## src/rtl/move_scheduler.sv

```systemverilog
// Snake step scheduler: paces step requests from the BCD score and buffers
// direction keys in a 2-entry FIFO that rejects same-heading and reversing turns.
module move_scheduler #(
  parameter int unsigned BASE_PERIOD = 25_000_000,
  parameter int unsigned PERIOD_DEC  = 2_000_000,
  parameter int unsigned MIN_PERIOD  = 5_000_000,
  parameter int unsigned CNT_W       = 32
) (
  input  logic        clk,
  input  logic        rst_n,
  input  logic [1:0]  status,
  input  logic [15:0] point,
  input  logic        key_up,
  input  logic        key_down,
  input  logic        key_left,
  input  logic        key_right,
  input  logic        step_ack,
  output logic        step_req,
  output logic [1:0]  step_dir,
  output logic [1:0]  cur_dir,
  output logic [3:0]  level,
  output logic [1:0]  q_count
);

  localparam logic [1:0] ST_RESTART = 2'b00;
  localparam logic [1:0] ST_PLAY    = 2'b10;
  localparam logic [1:0] DIR_RIGHT  = 2'b11;

  localparam logic [CNT_W-1:0] BASE_C = CNT_W'(BASE_PERIOD);
  localparam logic [CNT_W-1:0] DEC_C  = CNT_W'(PERIOD_DEC);
  localparam logic [CNT_W-1:0] MIN_C  = CNT_W'(MIN_PERIOD);

  typedef enum logic [1:0] {IDLE, COUNT, WAIT} state_t;

  state_t           state, state_d;
  logic [CNT_W-1:0] cnt, cnt_d;
  logic [CNT_W-1:0] dec, diff, period, period_m1;
  logic             step_req_d;
  logic [1:0]       step_dir_d, cur_dir_d, q_count_d;
  logic [3:0]       level_d, level_in;
  logic [1:0]       fifo0, fifo1, fifo0_d, fifo1_d;
  logic [1:0]       key_dir, ref_dir, count_pop;
  logic             key_any, pop, accept;
  logic             unused_point;

  assign unused_point = ^{point[15:8], point[3:0]};

  // Step period from the latched level, floored at MIN and guarded against underflow
  always_comb begin
    dec       = CNT_W'(level) * DEC_C;
    diff      = BASE_C - dec;
    period    = (dec >= BASE_C || diff < MIN_C) ? MIN_C : diff;
    period_m1 = period - CNT_W'(1);
    level_in  = (point[7:4] > 4'd9) ? 4'd9 : point[7:4];
  end

  // Next-state, step engine and direction FIFO
  always_comb begin
    state_d    = state;
    cnt_d      = cnt;
    step_req_d = step_req;
    step_dir_d = step_dir;
    cur_dir_d  = cur_dir;
    level_d    = level;
    q_count_d  = q_count;
    fifo0_d    = fifo0;
    fifo1_d    = fifo1;
    pop        = 1'b0;
    accept     = 1'b0;
    count_pop  = q_count;
    key_any    = key_up | key_down | key_left | key_right;
    if (key_up)        key_dir = 2'b00;
    else if (key_down) key_dir = 2'b01;
    else if (key_left) key_dir = 2'b10;
    else               key_dir = 2'b11;
    // Tail of the queue (or the head being popped, or the heading) is the turn reference
    if (q_count == 2'd0)      ref_dir = cur_dir;
    else if (q_count == 2'd2) ref_dir = fifo1;
    else                      ref_dir = fifo0;

    if (status != ST_PLAY) begin
      state_d    = IDLE;
      cnt_d      = '0;
      step_req_d = 1'b0;
      q_count_d  = 2'd0;
      if (status == ST_RESTART) begin
        cur_dir_d  = DIR_RIGHT;
        step_dir_d = DIR_RIGHT;
        level_d    = 4'd0;
      end
    end else begin
      case (state)
        IDLE: begin
          state_d = COUNT;
          cnt_d   = '0;
          level_d = level_in;
        end
        COUNT: begin
          if (cnt == period_m1) begin
            pop        = (q_count != 2'd0);
            cur_dir_d  = pop ? fifo0 : cur_dir;
            step_dir_d = pop ? fifo0 : cur_dir;
            step_req_d = 1'b1;
            state_d    = WAIT;
          end else begin
            cnt_d = cnt + CNT_W'(1);
          end
        end
        WAIT: begin
          if (step_ack) begin
            step_req_d = 1'b0;
            cnt_d      = '0;
            level_d    = level_in;
            state_d    = COUNT;
          end
        end
        default: state_d = IDLE;
      endcase

      count_pop = q_count - 2'(pop);
      if (pop) fifo0_d = fifo1;
      accept = key_any && (key_dir != ref_dir) && (key_dir != (ref_dir ^ 2'b01))
               && (count_pop != 2'd2);
      if (accept) begin
        if (count_pop == 2'd0) fifo0_d = key_dir;
        else                   fifo1_d = key_dir;
      end
      q_count_d = count_pop + 2'(accept);
    end
  end

  always_ff @(posedge clk) begin
    if (!rst_n) begin
      state    <= IDLE;
      cnt      <= '0;
      step_req <= 1'b0;
      step_dir <= DIR_RIGHT;
      cur_dir  <= DIR_RIGHT;
      level    <= 4'd0;
      q_count  <= 2'd0;
      fifo0    <= 2'd0;
      fifo1    <= 2'd0;
    end else begin
      state    <= state_d;
      cnt      <= cnt_d;
      step_req <= step_req_d;
      step_dir <= step_dir_d;
      cur_dir  <= cur_dir_d;
      level    <= level_d;
      q_count  <= q_count_d;
      fifo0    <= fifo0_d;
      fifo1    <= fifo1_d;
    end
  end

endmodule
```

## config.mk

```make
export PLATFORM = sky130hd
export DESIGN_NAME = move_scheduler
export DESIGN_NICKNAME = d
export VERILOG_FILES = /design/src/rtl/move_scheduler.sv
export SDC_FILE = /design/constraint.sdc
export NUM_CORES = 1
export LEC_CHECK = 0
export ABC_AREA = 1
export CORE_ASPECT_RATIO = 1.1
export CORE_UTILIZATION = 50
export DETAILED_ROUTE_END_ITERATION = 8
export GPL_TIMING_DRIVEN = 0
export PLACE_DENSITY = 0.76
export RECOVER_POWER = 100
export SYNTH_ARGS = -nofsm -noshare
export SYNTH_HDL_FRONTEND = slang
export SYNTH_SLANG_ARGS = --single-unit
```

## constraint.sdc

```tcl
create_clock -name clk -period 15.2 [get_ports clk]
set_clock_uncertainty 0.2 [all_clocks]
set_input_delay 2.28 -clock clk [delete_from_list [all_inputs] [get_ports clk]]
set_output_delay 2.28 -clock clk [all_outputs]
set_load 0.05 [all_outputs]
```

Word-level counts from Yosys, hierarchy flattened
Index checks and enable logic that the tools add are counted.
{ "op_classes": {"add_sub_neg": 5, "multipliers": 1, "order_cmp": 3, "eq_ne": 14, "muxes": 31, "bitwise": 7, "reduce_logical": 21} }
{ "op_table": {"columns": ["cell", "n"], "rows": [
  ["$mux W32", 3],
  ["$pmux W32 S3", 1],
  ["$add A32 B1 Y32 const B", 1],
  ["$eq A32 B32 Y1", 1],
  ["$lt A32 B23 Y1 const B", 1],
  ["$sub A32 B1 Y32 const B", 1],
  ["$mux W2", 14],
  ["$sub A25 B25 Y26 const A", 1],
  ["$ge A25 B25 Y1 const B", 1],
  ["$mul A4 B14 Y18 const B", 1],
  ["$mux W4", 4],
  ["$reduce_and A3 Y1", 4],
  ["$ne A2 B2 Y1 const B", 5],
  ["$logic_not A2 Y1", 4],
  ["$pmux W4 S2", 1],
  ["$reduce_bool A2 Y1", 4],
  ["$mux W1", 6],
  ["$pmux W2 S3", 1],
  ["$reduce_bool A3 Y1", 2],
  ["$eq A2 B2 Y1 const B", 2],
  ["$gt A4 B4 Y1 const B", 1],
  ["$ne A2 B2 Y1", 2],
  ["$ne A4 B4 Y1 const B", 1],
  ["$not A1 Y1", 4],
  ["other kinds (12)", 16]
]} }
{ "word_totals": {"ff_bits": 47, "in_bits": 25, "output_inout_bits": 11, "elab_cells": 90} }

Depth between registers and ports, before layout
{ "depth": {"ltp_word": 14, "depth_mapped": 39} }

Least setup slack after synthesis
OpenSTA, ideal clock, no wires.
{ "synth_path": {"path_type": "reg-to-reg", "from": "register level[2]", "to": "register fifo0[0]", "arrival_ns": 5.380, "t_required_ns": 14.879, "path_slack_ns": 9.499, "path_stages_with_launch": 36, "synth_period_minus_slack_ns": 5.701, "cell_sequence": "dfxtp_1 > inv_1 > ha_1 > fa_1 > fa_1 > nand2_1 > nor2_2 > nand2_2 > nor2_4 > nand3_2 > nand2_2 > nand2_1 > nand2_1 > inv_2 > nor2_2 > nand2_2 > buf_6 > nand4_1 > nand2_1 > nor2_1 > nand2_1 > nor2_2 > nand2_1 > nor2_1 > nand3_1 > inv_1 > ha_1 > xor2_1 > inv_1 > o22ai_1 > a211oi_1 > nand2_1 > o21ai_0 > inv_1 > nand2_1 > a21oi_1"} }
{ "synth_via": {"elab_chain_cells": 14} }
{ "synth_rtl": {"columns": ["item", "line_no", "rtl"], "rows": [
  ["from (decl)", "21", "output logic [3:0] level,"],
  ["from (signal assigned)", "149", "level <= level_d;"],
  ["$mul A4 B14 Y18 *", "50", "dec = CNT_W'(level) * DEC_C;"],
  ["$sub A25 B25 Y26", "51", "diff = BASE_C - dec;"],
  ["$lt A32 B23 Y1", "52", "period = (dec >= BASE_C || diff < MIN_C) ? MIN_C : diff;"],
  ["$logic_or A1 B1 Y1", "52", null],
  ["$mux W32 *", "52", null],
  ["$sub A32 B1 Y32 *", "53", "period_m1 = period - CNT_W'(1);"],
  ["$eq A32 B32 Y1 *", "99", "if (cnt == period_m1) begin"],
  ["$mux W1 *", "99", null],
  ["$mux W1 *", "92", "case (state)"],
  ["$mux W1 *", "81", "if (status != ST_PLAY) begin"],
  ["$sub A2 B1 Y2", "120", "count_pop = q_count - 2'(pop);"],
  ["$logic_not A2 Y1 or $ne A2 B2 Y1 (tied branches)", "125, 123", null],
  ["$mux W2 or $logic_and A1 B1 Y1 (tied branches)", "125, 123", null],
  ["$mux W2 *", "124", "if (accept) begin"],
  ["to (signal assigned)", "151", "fifo0 <= fifo0_d;"],
  ["to (decl)", "41", "logic [1:0] fifo0, fifo1, fifo0_d, fifo1_d;"]
]} }
Every way passes the cells marked *; elsewhere a longest branch is shown, timed or not. The select of a mux whose other input is x is not followed.
A chain may end at the register's enable or synchronous reset.

Worst setup path after layout
{ "layout_path": {"from": "register level[1]", "to": "register fifo0[1]"} }
Same word-level chain as after synthesis.

==> impl_metrics.env <==
export IMPL_crit_required_ns=15.20
export IMPL_async_flop_share_pct=0
export IMPL_ys_warn_count=0
export IMPL_critPathKind="flip-flop to flip-flop"
export IMPL_synthesis_instances=729
export IMPL_grt_max_degree=15
export IMPL_slowest_delay_ns=0.60
export IMPL_drv_slew=0
export IMPL_route_detailed_drc=0
export IMPL_power_leakage_uw=0.00205
export IMPL_antenna_cells=0
export IMPL_final_common_cell="nand2_1"
export IMPL_syn_cell_area_sq_mm=0.00440
export IMPL_area_growth_pct=9.49
export IMPL_viasPerCell=5.52
export IMPL_worst_pin_slew_ns=0.878
export IMPL_wl_per_cell_microns=14.5
export IMPL_first_pass_iters=6
export IMPL_insertion_delay_ns=0.31
export IMPL_cts_tree="built"
export IMPL_slowest_stage="dfxtp_1"
export IMPL_die_h_microns=100
export IMPL_path_clk_slew_ns=0.09
export IMPL_powerDensity_mw_per_mm2=60.7
export IMPL_final_cell_mix="nand2_1, inv_1, nor2_1, nand3_1, a21oi_1"
export IMPL_synth_distinct_cells=40
export IMPL_numCtsBuffers=5
export IMPL_hp_class="flip-flop to flip-flop"
export IMPL_seq_area_frac_synth_pct=21.4
export IMPL_routed_via_count=4812
export IMPL_critPathArrivalTime_ns=6.80
export IMPL_avgSynthCellArea_sq_um=6.04
export IMPL_synth_top_area_share_pct=21.4
export IMPL_start_util_pct=52.1
export IMPL_path_max_fanout=11
export IMPL_routabilityCongestion=0.935
export IMPL_die_x_microns=91.5
export IMPL_max_clock_freq_mhz=147
export IMPL_status="finished clean"
export IMPL_timing_final_crit_share_pct=44.7
export IMPL_grt_pass1_wl_mm=20.9
export IMPL_synth_edf_count=0
export IMPL_synth_seq_cells=47
export IMPL_fin_crit_ns=6.80
export IMPL_finalSetupViolCount=0
export IMPL_nNetsFinal=811
export IMPL_tns_ns=0
export IMPL_die_area_sq_mm=0.00918
export IMPL_wirelength_mm=12.7
export IMPL_dpl_cell_area_sq_mm=0.00477
export IMPL_ctsLongestPathBuffers=2
export IMPL_maxCapViolCount=0
export IMPL_grt_pass1_vias=4368
export IMPL_clkSinkCount=47
export IMPL_drive_gt1_share_pct=5.53
export IMPL_h_tree_depth=2
export IMPL_cts_root_buf="clkbuf_8"
export IMPL_start_kind="flip-flop"
export IMPL_postRouteAntennaNets=0
export IMPL_total_power_uw=292
export IMPL_fin_area_sq_mm=0.00482
export IMPL_gr_total_overflow=0
export IMPL_synth_nets=781
export IMPL_dp_hpwl_mm=9.99
export IMPL_cts_hold_buffers=0
export IMPL_synthTopCellsByArea="dfxtp_1, nand2_1, inv_1, nand3_1, ha_1"
export IMPL_yosys_area_top_type="dfxtp_1"
export IMPL_io_buffer_count=23
export IMPL_fp_coreArea_sq_mm=0.00845
export IMPL_slew_headroom_pct=41.3
export IMPL_cts_resized=0
export IMPL_ir_worst_vdd_uv=42.2
export IMPL_ioPinCount=36
export IMPL_drtIter0Drc=321
export IMPL_rows=35
export IMPL_finalHoldViolations=0
export IMPL_antenna_found_initial=0
export IMPL_post_cts_buffers=0
export IMPL_end_kind="flip-flop"
export IMPL_rsz0062_at_grt="no"
export IMPL_ys_flop_type="dfxtp_1"
export IMPL_grtUsageTotal_pct=28.8
export IMPL_crit_top_cell="nand2_1"
-- synthesized netlist by cell type, types with 2 or more instances --
cell type,instances
nand2_1,203
inv_1,96
nor2_1,72
nand3_1,63
a21oi_1,47
dfxtp_1,47
nor3_1,23
ha_1,22
o21ai_0,20
nand3b_1,18
nand4_1,17
or2_2,14
xor2_1,11
nor2_2,7
buf_6,6
clkbuf_1,6
inv_2,6
nor4_1,6
fa_1,5
nand2_2,4
nand3_2,4
o21ai_1,4
a211oi_1,3
a21o_1,3
buf_4,3
a211oi_2,2
a31oi_1,2
o21bai_1,2
o22ai_1,2
-- report_power, final --
group	leakage, uW	total [uW]	internal (uW)	switching [uW]
combinational	0.00161	67.3	24.3	43.0
sequential	0.000380	127	124	2.59
clock	0.0000612	98.3	53.3	45.0
total	0.00205	292	202	90.6
-- metal layers --
metal / GRT usage, % / part of all wire (%) / vias to the layer above / routed length (microns)
li1: - / - / 2427 / -
met1: 37.7 / 46 / 2235 / 5850
met2: 50.1 / 47 / 128 / 5960
met3: 3.56 / 5.0 / 22 / 636
met4: 7.57 / 1.8 / 0 / 226
met5: 0 / 0 / - / 0
-- area by class of cell --
cell class	instances	area, sq um
fillers	864	3630
multi-input cells	563	2910
flip-flops and latches	47	941
inverters	102	383
repair buffers	23	230
well taps	111	139
plain buffers	17	95.1
clock buffers	6	82.6
clock inverters	2	35.0
-- per-stage QoR --
| step | std cells | hold slack [ns] | worst slack [ns] | util, % |
|---|---|---|---|---|
| global placement | 863 | 0.242 | 9.13 | 56.4 |
| floorplan | 729 | 0.224 | 9.50 | - |
| CTS | 871 | 0.256 | 8.97 | 57.8 |
| detailed placement | 863 | 0.242 | 8.98 | 56.4 |
| finish | 871 | 0.251 | 8.40 | 57.0 |
| global route | 871 | 0.279 | 7.63 | 57.0 |
-- critical path, delay by kind of cell (launching register included) --
kind,cells,cell delay [ns]
AND/OR/NAND/NOR,20,2.56
adder cells (fa/ha/maj),4,1.73
buffers and inverters,6,0.91
AO/OA/AOI/OAI,4,0.70
flip-flops,1,0.60
-- sequential cells by signal, summed over array words and instances (netlist names) --
signal / count
q_count: 2
cnt: 32
level: 4
fifo0: 2
state: 2
fifo1: 2
cur_dir: 2
step_req: 1
-- cell families (layout without fill, tap and decap cells) --
kind of cell	Yosys count	in the layout	share of synthesized area (%)
adder cells (fa/ha/maj)	27	27	8.53
AO/OA/AOI/OAI	90	90	11.7
buffers and inverters	119	150	11.5
XOR/XNOR	11	11	2.19
AND/OR/NAND/NOR	435	435	44.7
flip-flops	47	47	21.4
-- final timing paths --
kind,startpoint,end,slack (ns),cells after the start
setup reg to reg,level[1]$_SDFFE_PN0P_,fifo0[1]$_SDFFE_PN0P_,8.40,34
setup / recovery,level[1]$_SDFFE_PN0P_,fifo0[1]$_SDFFE_PN0P_,8.40,34
hold reg to reg,fifo1[0]$_SDFFE_PN0P_,fifo1[0]$_SDFFE_PN0P_,0.25,2
hold / removal,fifo1[0]$_SDFFE_PN0P_,fifo1[0]$_SDFFE_PN0P_,0.25,2
No activity file was read; power rests on OpenSTA's default activity.
